[config.mk]
export PLATFORM = sky130hd
export DESIGN_NAME = ras_ckpt_flat
export DESIGN_NICKNAME = d
export VERILOG_FILES = /design/src/rtl/ras_pkg.sv /design/src/rtl/ras_ckpt_if.sv /design/src/rtl/ras_mem.sv /design/src/rtl/ras_ckpt.sv /design/src/flat_wrapper.sv
export SDC_FILE = /design/constraint.sdc
export NUM_CORES = 1
export LEC_CHECK = 0
export CORE_ASPECT_RATIO = 0.9
export CORE_MARGIN = 8
export CORE_UTILIZATION = 59
export DETAILED_ROUTE_END_ITERATION = 6
export HOLD_SLACK_MARGIN = 0.15
export MAX_ROUTING_LAYER = met4
export PLACE_DENSITY = 0.8
export SYNTH_ARGS = -nofsm -noshare
export SYNTH_HDL_FRONTEND = slang
export SYNTH_SLANG_ARGS = --single-unit
[constraint.sdc]
create_clock -name clk -period 4.7 [get_ports clk]
set_clock_uncertainty 0.1 [all_clocks]
set_input_delay 1.41 -clock clk [delete_from_list [all_inputs] [get_ports clk]]
set_output_delay 1.41 -clock clk [all_outputs]
set_load 0.02 [all_outputs]
[src/rtl/ras_pkg.sv]
// Shared types and sizing helpers for the return address stack.
package ras_pkg;

  // Behaviour of a push that arrives while the stack is full.
  typedef enum logic {
    RAS_OVF_ERR  = 1'b0,  // flag err, drop the push
    RAS_OVF_WRAP = 1'b1   // overwrite the oldest entry
  } ras_ovf_e;

  localparam int RAS_DEF_WIDTH = 16;
  localparam int RAS_DEF_DEPTH = 8;

  // Pointer width for a power-of-two depth (at least 2).
  function automatic int ras_ptr_w(input int depth);
    return $clog2(depth);
  endfunction

  // Count width: must hold 0..depth inclusive.
  function automatic int ras_cnt_w(input int depth);
    return $clog2(depth + 1);
  endfunction

  localparam int RAS_DEF_PTR_W = ras_ptr_w(RAS_DEF_DEPTH);
  localparam int RAS_DEF_CNT_W = ras_cnt_w(RAS_DEF_DEPTH);

  // Checkpoint record for the default geometry; the top declares the
  // same layout sized by its own parameters.
  typedef struct packed {
    logic [RAS_DEF_PTR_W-1:0] ptr;
    logic [RAS_DEF_CNT_W-1:0] count;
    logic [RAS_DEF_WIDTH-1:0] top;
  } ras_ckpt_t;

endpackage

[src/rtl/ras_ckpt_if.sv]
// Fetch-side command/status bundle for the return address stack.
// push, pop, ckpt_save and ckpt_restore are single-cycle strobes sampled on
// the rising edge; there is no backpressure, every strobe is consumed in the
// cycle it is presented and err reports a rejected strobe in that same cycle.
interface ras_ckpt_if
  import ras_pkg::*;
#(
  parameter int WIDTH = RAS_DEF_WIDTH,
  parameter int DEPTH = RAS_DEF_DEPTH
);
  localparam int CNT_W = ras_cnt_w(DEPTH);

  logic             push;
  logic [WIDTH-1:0] new_data;
  logic             pop;
  logic             ckpt_save;
  logic             ckpt_restore;
  logic [WIDTH-1:0] top_of_stack;
  logic [CNT_W-1:0] count;
  logic             empty;
  logic             full;
  logic             ckpt_valid;
  logic             err;

  modport master (
    output push, new_data, pop, ckpt_save, ckpt_restore,
    input  top_of_stack, count, empty, full, ckpt_valid, err
  );

  modport slave (
    input  push, new_data, pop, ckpt_save, ckpt_restore,
    output top_of_stack, count, empty, full, ckpt_valid, err
  );
endinterface

[src/rtl/ras_mem.sv]
// DEPTH x WIDTH register file: one synchronous write port, one
// combinational read port, no reset (contents are don't-care until written).
module ras_mem #(
  parameter int WIDTH = 16,
  parameter int DEPTH = 8,
  parameter int AW    = $clog2(DEPTH)
) (
  input  logic             clk,
  input  logic             we,
  input  logic [AW-1:0]    waddr,
  input  logic [WIDTH-1:0] wdata,
  input  logic [AW-1:0]    raddr,
  output logic [WIDTH-1:0] rdata
);
  logic [WIDTH-1:0] mem_q [DEPTH];

  // Write port.
  always_ff @(posedge clk) begin
    if (we) mem_q[waddr] <= wdata;
  end

  assign rdata = mem_q[raddr];
endmodule

[src/rtl/ras_ckpt.sv]
// Return address stack with configurable overflow policy, same-cycle
// push+pop, and a single checkpoint for mispredict recovery.
module ras_ckpt
  import ras_pkg::*;
#(
  parameter int       WIDTH    = RAS_DEF_WIDTH,
  parameter int       DEPTH    = RAS_DEF_DEPTH,
  parameter ras_ovf_e OVF_MODE = RAS_OVF_ERR
) (
  input logic       clk,
  input logic       rst_n,
  ras_ckpt_if.slave bus
);
  localparam int PTR_W = ras_ptr_w(DEPTH);
  localparam int CNT_W = ras_cnt_w(DEPTH);

  typedef struct packed {
    logic [PTR_W-1:0] ptr;
    logic [CNT_W-1:0] count;
    logic [WIDTH-1:0] top;
  } ckpt_t;

  logic [PTR_W-1:0] ptr_q, ptr_d;
  logic [CNT_W-1:0] count_q, count_d;
  ckpt_t            ckpt_q, ckpt_d;
  logic             ckpt_valid_q, ckpt_valid_d;

  logic             mem_we;
  logic [PTR_W-1:0] mem_waddr;
  logic [WIDTH-1:0] mem_wdata;
  logic [WIDTH-1:0] mem_rdata;
  logic             err_c;

  logic not_empty, is_full;
  logic [PTR_W-1:0] ptr_inc, ptr_dec;

  assign not_empty = (count_q != '0);
  assign is_full   = (count_q == CNT_W'(DEPTH));
  // DEPTH is a power of two, so natural pointer wrap is modulo DEPTH.
  assign ptr_inc   = ptr_q + PTR_W'(1);
  assign ptr_dec   = ptr_q - PTR_W'(1);

  ras_mem #(.WIDTH(WIDTH), .DEPTH(DEPTH), .AW(PTR_W)) u_mem (
    .clk   (clk),
    .we    (mem_we),
    .waddr (mem_waddr),
    .wdata (mem_wdata),
    .raddr (ptr_q),
    .rdata (mem_rdata)
  );

  // Next-state: restore wins and swallows everything else; otherwise
  // push&pop > pop > push, with save captured from pre-edge state.
  always_comb begin
    ptr_d        = ptr_q;
    count_d      = count_q;
    ckpt_d       = ckpt_q;
    ckpt_valid_d = ckpt_valid_q;
    mem_we       = 1'b0;
    mem_waddr    = ptr_q;
    mem_wdata    = bus.new_data;
    err_c        = 1'b0;

    if (bus.ckpt_restore && ckpt_valid_q) begin
      ptr_d        = ckpt_q.ptr;
      count_d      = ckpt_q.count;
      mem_we       = 1'b1;
      mem_waddr    = ckpt_q.ptr;
      mem_wdata    = ckpt_q.top;
      ckpt_valid_d = 1'b0;
    end else begin
      if (bus.ckpt_restore) err_c = 1'b1;

      if (bus.push && bus.pop && not_empty) begin
        // Call in the return slot: replace the top in place.
        mem_we    = 1'b1;
        mem_waddr = ptr_q;
      end else if (bus.pop && !bus.push) begin
        if (not_empty) begin
          ptr_d   = ptr_dec;
          count_d = count_q - CNT_W'(1);
        end else begin
          err_c = 1'b1;
        end
      end else if (bus.push) begin
        if (!is_full) begin
          ptr_d     = ptr_inc;
          count_d   = count_q + CNT_W'(1);
          mem_we    = 1'b1;
          mem_waddr = ptr_inc;
        end else if (OVF_MODE == RAS_OVF_WRAP) begin
          ptr_d     = ptr_inc;
          mem_we    = 1'b1;
          mem_waddr = ptr_inc;
        end else begin
          err_c = 1'b1;
        end
      end

      if (bus.ckpt_save) begin
        ckpt_d.ptr   = ptr_q;
        ckpt_d.count = count_q;
        ckpt_d.top   = mem_rdata;
        ckpt_valid_d = 1'b1;
      end
    end
  end

  // State registers; mem contents are deliberately left unreset.
  always_ff @(posedge clk or negedge rst_n) begin
    if (!rst_n) begin
      ptr_q        <= '0;
      count_q      <= '0;
      ckpt_q       <= '0;
      ckpt_valid_q <= 1'b0;
    end else begin
      ptr_q        <= ptr_d;
      count_q      <= count_d;
      ckpt_q       <= ckpt_d;
      ckpt_valid_q <= ckpt_valid_d;
    end
  end

  assign bus.top_of_stack = not_empty ? mem_rdata : '0;
  assign bus.count        = count_q;
  assign bus.empty        = !not_empty;
  assign bus.full         = is_full;
  assign bus.ckpt_valid   = ckpt_valid_q;
  assign bus.err          = err_c;
endmodule

[src/flat_wrapper.sv]
// flat-port wrapper written by rule: the top's interface ports become plain ports
module ras_ckpt_flat import ras_pkg::*;
#(
  parameter int       WIDTH    = RAS_DEF_WIDTH,
  parameter int       DEPTH    = RAS_DEF_DEPTH,
  parameter ras_ovf_e OVF_MODE = RAS_OVF_ERR
)
  (clk, rst_n, bus_push, bus_new_data, bus_pop, bus_ckpt_save, bus_ckpt_restore, bus_top_of_stack, bus_count, bus_empty, bus_full, bus_ckpt_valid, bus_err);
  ras_ckpt_if #(.WIDTH(WIDTH), .DEPTH(DEPTH)) bus_i ();
  input logic clk;
  input logic rst_n;
  input wire logic [$bits(bus_i.push)-1:0] bus_push;
  input wire logic [$bits(bus_i.new_data)-1:0] bus_new_data;
  input wire logic [$bits(bus_i.pop)-1:0] bus_pop;
  input wire logic [$bits(bus_i.ckpt_save)-1:0] bus_ckpt_save;
  input wire logic [$bits(bus_i.ckpt_restore)-1:0] bus_ckpt_restore;
  output wire logic [$bits(bus_i.top_of_stack)-1:0] bus_top_of_stack;
  output wire logic [$bits(bus_i.count)-1:0] bus_count;
  output wire logic [$bits(bus_i.empty)-1:0] bus_empty;
  output wire logic [$bits(bus_i.full)-1:0] bus_full;
  output wire logic [$bits(bus_i.ckpt_valid)-1:0] bus_ckpt_valid;
  output wire logic [$bits(bus_i.err)-1:0] bus_err;
  assign bus_i.push = bus_push;
  assign bus_i.new_data = bus_new_data;
  assign bus_i.pop = bus_pop;
  assign bus_i.ckpt_save = bus_ckpt_save;
  assign bus_i.ckpt_restore = bus_ckpt_restore;
  assign bus_top_of_stack = bus_i.top_of_stack;
  assign bus_count = bus_i.count;
  assign bus_empty = bus_i.empty;
  assign bus_full = bus_i.full;
  assign bus_ckpt_valid = bus_i.ckpt_valid;
  assign bus_err = bus_i.err;
  ras_ckpt #(.WIDTH(WIDTH), .DEPTH(DEPTH), .OVF_MODE(OVF_MODE)) u_core (.clk(clk), .rst_n(rst_n), .bus(bus_i));
endmodule
Word level (Yosys, flattened, before mapping) --
Memories as Yosys holds them, arrays and structs flattened. Index checks and enable logic that the tools add are counted. Widths: inputs -> output; s select.
Word-level totals: bits in registers 31, bits in latches 0, RAM bits 128, ROM bits 0, input bits 22, output and inout port bits 24, word-level logic and storage cells 61, memories 1
Cells by class: add/sub/neg operators 4, multipliers 0, div/mod/pow operators 0, $lt $le $gt $ge 0, eq/ne operators 4, shift-type cells 0, mux-type cells 33, bitwise gates (word level) 1, reduce and logical (&&, ||, !) cells 12
Memories:
- u_core.u_mem.mem_q | words 8, width 16, read ports 1, clocked after memory_dff 0, write ports 1, line ras_mem.sv:15 | logic [WIDTH-1:0] mem_q [DEPTH];
Operators with widths (number):
- $mux 16 | 2
- $mux 3 | 9
- $mux 4 | 6
- $mux 1 | 16
- $ne 3x1->1 const B | 2
- $add 4x1->4 const B | 1
- $eq 4x4->1 const B | 1
- $logic_and 1x1->1 | 4
- $reduce_and 2->1 | 2
- $reduce_and 4->1 | 1
- $reduce_bool 4->1 | 1
- $sub 4x1->4 const B | 1
- $add 3x1->3 const B | 1
- $reduce_bool 3->1 | 1
- $sub 3x1->3 const B | 1
- $logic_not 1->1 | 2
- $ne 2x1->1 const B | 1
- $reduce_bool 2->1 | 1
- $not 1->1 | 1

Logic depth before layout (Yosys ltp) --
word-level depth 8, mapped depth 7, depth with buffers taken out 7

Cells and area by module --
Synthesis repeated with hierarchy kept, for this count alone.
Second synthesis, totals: cells, all modules 405, area total of the unflattened synthesis 6870.3 µm²
Modules (own cells, without submodules):
- ras_mem | times used 1, cells each 198, area each 4973.5 µm², sequential area each 3843.7 µm²
- ras_ckpt | times used 1, cells each 207, area each 1896.8 µm², sequential area each 775.7 µm²

Worst setup path before layout --
OpenSTA, ideal clock, no wires.
path kind input -> register, from input bus_push, to memory u_core.u_mem.mem_q[0][0], enable pin, library setup time 409 ps, data arrival time 3354 ps, data required time 4191 ps, setup slack 837 ps, cell stages on the path 5, path buffers 1, cells stage by stage buf_2 > nand2_1 > o311ai_1 > nand3_1 > nor3_1
On the way: word-level cells in the longest chain between the ends 7, elaborated cells on any way between the ends 14, classes of those cells mux (10); reduce/logical (4)
Ends and longest elaborated chain:
- from (decl) | line flat_wrapper.sv:12 | input wire logic [$bits(bus_i.push)-1:0] bus_push;
- $logic_not 1->1 | line ras_ckpt.sv:78 | end else if (bus.pop && !bus.push) begin
- $logic_and 1x1->1 | line ras_ckpt.sv:78
- $mux 1 | line ras_ckpt.sv:78
- $mux 1 | line ras_ckpt.sv:74 | if (bus.push && bus.pop && not_empty) begin
- $mux 1 | line ras_ckpt.sv:64 | if (bus.ckpt_restore && ckpt_valid_q) begin
- $mux 1 | line ras_mem.sv:19 | if (we) mem_q[waddr] <= wdata;
- $mux 1 (not written as such) | line ras_mem.sv:19
- to (decl) | line ras_mem.sv:15
Several ways; a longest one is shown, not always the timed one.

Worst setup path in the final report --
from input bus_push, to output bus_err
On the way: word-level cells in the longest chain between the ends 5, elaborated cells on any way between the ends 8, classes of those cells mux (4); reduce/logical (4)
Ends and longest elaborated chain:
- $logic_not 1->1 | line ras_ckpt.sv:78
- $logic_and 1x1->1 | line ras_ckpt.sv:78
- $mux 1 | line ras_ckpt.sv:78
- $mux 1 * | line ras_ckpt.sv:74
- $mux 1 * | line ras_ckpt.sv:64
- to (decl) | line flat_wrapper.sv:22 | output wire logic [$bits(bus_i.err)-1:0] bus_err;
Mark *: on every way between the ends. The rest lies on a longest branch, timed or not.

==> results_dict.tcl <==
set metrics [dict create \
    final_net_count 533 \
    antennaDiodeCount 0 \
    r2r_end "u_core.u_mem.mem_q[0][12]" \
    grtUsageTotal 0.216 \
    maxSlewViolCount 0 \
    numCtsBuffers 17 \
    power.switching_uw 1870 \
    cts_num_sinks 159 \
    tightest_slew_ns 0.787 \
    route.detailed.drc 0 \
    postSynthAreaPerCell_um2 15.5 \
    synthMuxAreaShare 0.146 \
    fmax_mhz 221 \
    die-area_um2 15200 \
    hold_class "register to register" \
    synthDistinctLibCells 48 \
    seqPwrFrac 0.396 \
    synth_xor_area_frac 0.00259 \
    critical_path.max_fanout 3 \
    comb_power_share 0.366 \
    arrival_ns 3.01 \
    period_share 0.962 \
    synth_ff_type "edfxtp_1" \
    overflow 0 \
    synth_edf_count 128 \
    synth-seq-cells 159 \
    seq_area_frac_synth 0.682 \
    drt_iter0_drc 457 \
    grt_max_degree 32 \
    p_int_uw 3680 \
    hold_depth 2 \
    die_h_um 118 \
    multiInputGateArea_um2 2020 \
    vdd_drop_max_mv 0.513 \
    detail_route.first_pass.iterations 5 \
    synth_top_area_frac 0.567 \
    hold_viol_final 0 \
    vias 4158 \
    critPathMaxStageDelay_ns 0.62 \
    synthTopCellsByArea "edfxtp_1 (57%), dfrtp_1 (11%), mux4_2 (11%), nand2_1 (3.2%), mux2i_1 (2.7%)" \
    cts_resized 0 \
    first_global_vias 4287 \
    cts_tree "done" \
    placed_cell_area_um2 7570 \
    yosysWarnings 0 \
    relSlewSlack 0.470 \
    p_per_area_nw_per_um2 682 \
    htreeDepth 4 \
    ios 46 \
    critPathMostFrequentCell "clkdlybuf4s50_1" \
    yosysTopAreaCell "edfxtp_1" \
    switching_share 0.338 \
    antenna_found_initial 0 \
    crit_start "bus_push" \
    initial_core_util 0.600 \
    drive_gt1_frac 0.220 \
    holdBufCountCts 0 \
    min_period_ns 4.52 \
    antenna_left 0 \
    dp_hpwl_um 9350 \
    vias_per_cell 6.16 \
    post_cts_buffers 0 \
    reg2reg_from "u_core.ptr_q[0]" \
    root_buffer "clkbuf_16" \
    setup_violations 0 \
    cp_num_buf_inv 2 \
    slowest_stage "clkdlybuf4s50_1" \
    path_clk_slew_ns 0.06 \
    synth_area_um2 6780 \
    rr_worst_depth 7 \
    path_cells "clkdlybuf4s50_1, nand2b_1, o21ai_0, nand2_1, mux2i_1, clkdlybuf4s50_1" \
    clockBufferDepth 2 \
    critPathKind "primary input to output port" \
    grt_pass1_wl_um 23700 \
    worstSetupStartpointType "primary input" \
    outcome "finished clean" \
    async_flop_share 0.195 \
    rrSetupSlack_ns 1.48 \
    routedWlPerCell_um 22.4 \
    core_um2 11300 \
    rows 37 \
    synth-simple-area-share 0.0818 \
    synth_nets 463 \
    post-route-util 0.721 \
    clockPowerShare 0.238 \
    power_leakage_uw 0.00293 \
    synth_top_family_by_area "multiplexers" \
    critPathTopFamily "buffers and inverters" \
    synth_fa_ha_area_frac 0.0103 \
    drt_wl_total_um 15100 \
    rsz0062_at_grt "false" \
    finalSetupTns_ns 0 \
    syn2layout_area_growth_pct 20.1 \
    io_buffers 45 \
    syn_inst 436 \
    end_kind "output port" \
    insertion_delay_ns 0.42 \
    fillerInstances 731 \
    hp-start "u_core.ckpt_q[16]" \
    synth_compound_area_frac 0.0513 \
    seqCellArea_um2 4620 \
    holdPathEnd "u_core.bus.count[0]" \
    gp_congestion 0.915 \
    maxCapViolCount 0 \
    required_ns 3.19 \
    die_w_um 129 \
    fin_area_um2 8140 \
]
[kinds of logic (layout without fill, tap and decap cells)]
| logic type | Yosys count | in the layout |
|---|---|---|
| flip-flops | 159 | 159 |
| buffers and inverters | 34 | 117 |
| adder cells (fa/ha/maj) | 5 | 5 |
| AND/OR/NAND/NOR | 125 | 125 |
| XOR/XNOR | 2 | 2 |
| multiplexers | 58 | 58 |
| AO/OA/AOI/OAI | 53 | 53 |
[worst max path at each step]
stage	end	slack, ns	cells after the start
finish	bus_err	0.18	6
global route	bus_err	0.04	6
CTS	bus_err	0.17	6
detailed placement	bus_err	0.18	6
global placement	bus_err	0.19	6
floorplan	u_core.u_mem.mem_q[0][0]	0.84	5
[flip-flops by register name, summed over array words and instances (netlist names)]
name                   cells
u_core.ptr_q               3
u_core.u_mem.mem_q       128
u_core.bus.ckpt_valid      1
u_core.bus.count           4
u_core.ckpt_q             23
[final cells by class]
cell class,instances,share of cell area
Clock inverter,12,0.0166
Inverter,9,0.00415
Multi-Input combinational cell,243,0.249
Clock buffer,20,0.0536
Tap cell,156,0.0240
Timing Repair Buffer,76,0.0855
Sequential cell,159,0.568
[worst min-delay path, cell delays in order, from the launching register on]
cell and delay, ns:
dfrtp_1 0.35, nand2_1 0.05, o31ai_1 0.06
[power groups by stage]
stage / clock [µW] / combinational (µW) / sequential [µW]
2_1_floorplan: 0 / 1340 / 2100
3_3_place_gp: 0 / 1970 / 2190
3_5_place_dp: 0 / 2020 / 2220
4_1_cts: 1340 / 2040 / 2200
5_1_grt: 1400 / 2170 / 2230
6_report: 1320 / 2030 / 2200
[cells in the final DEF, fill, tap and decap left out, types with 17 or more instances in the layout]
cell type        instances
clkbuf_16               17
clkdlybuf4s50_1         45
buf_4                   30
mux4_2                  32
dfrtp_1                 30
nand2_1                 58
edfxtp_1               128
mux2i_1                 18
nor2_1                  36
a21oi_1                 22
[metrics by stage]
step / std cells / hold slack [ns] / setup WS, ns / total power [µW]
2_1_floorplan: 436 / 0.345 / 0.837 / 3440
3_3_place_gp: 643 / 0.366 / 0.195 / 4160
3_5_place_dp: 643 / 0.392 / 0.181 / 4240
4_1_cts: 675 / 0.406 / 0.171 / 5580
5_1_grt: 675 / 0.434 / 0.0394 / 5800
6_report: 675 / 0.398 / 0.177 / 5550
[routing by layer]
layer  GRT usage  share of wire  vias to the layer above
met5           -              0                        -
li1            -              -                     1802
met3      0.0611          0.088                       42
met2       0.331           0.49                      234
met1       0.266           0.40                     2080
met4      0.0866          0.024                        0
[cell usage after synthesis (2+ instances only)]
cell type    n
o21ai_0      4
ha_1         4
nand3_1      4
mux2_2       8
a41oi_1      2
nand3b_1     3
dfrtp_1     31
edfxtp_1   128
nand2b_1     3
nor2_1      37
mux4_2      32
xnor2_1      2
a31oi_1      3
buf_6        2
nand2_1     58
o31ai_1      6
buf_2        5
mux2i_1     18
a2111oi_0    2
buf_1        2
clkbuf_1    13
nor3_1      13
a21oi_1     22
buf_8        2
a211oi_1     2
inv_1        8
Power figures use the tool's default switching activity.
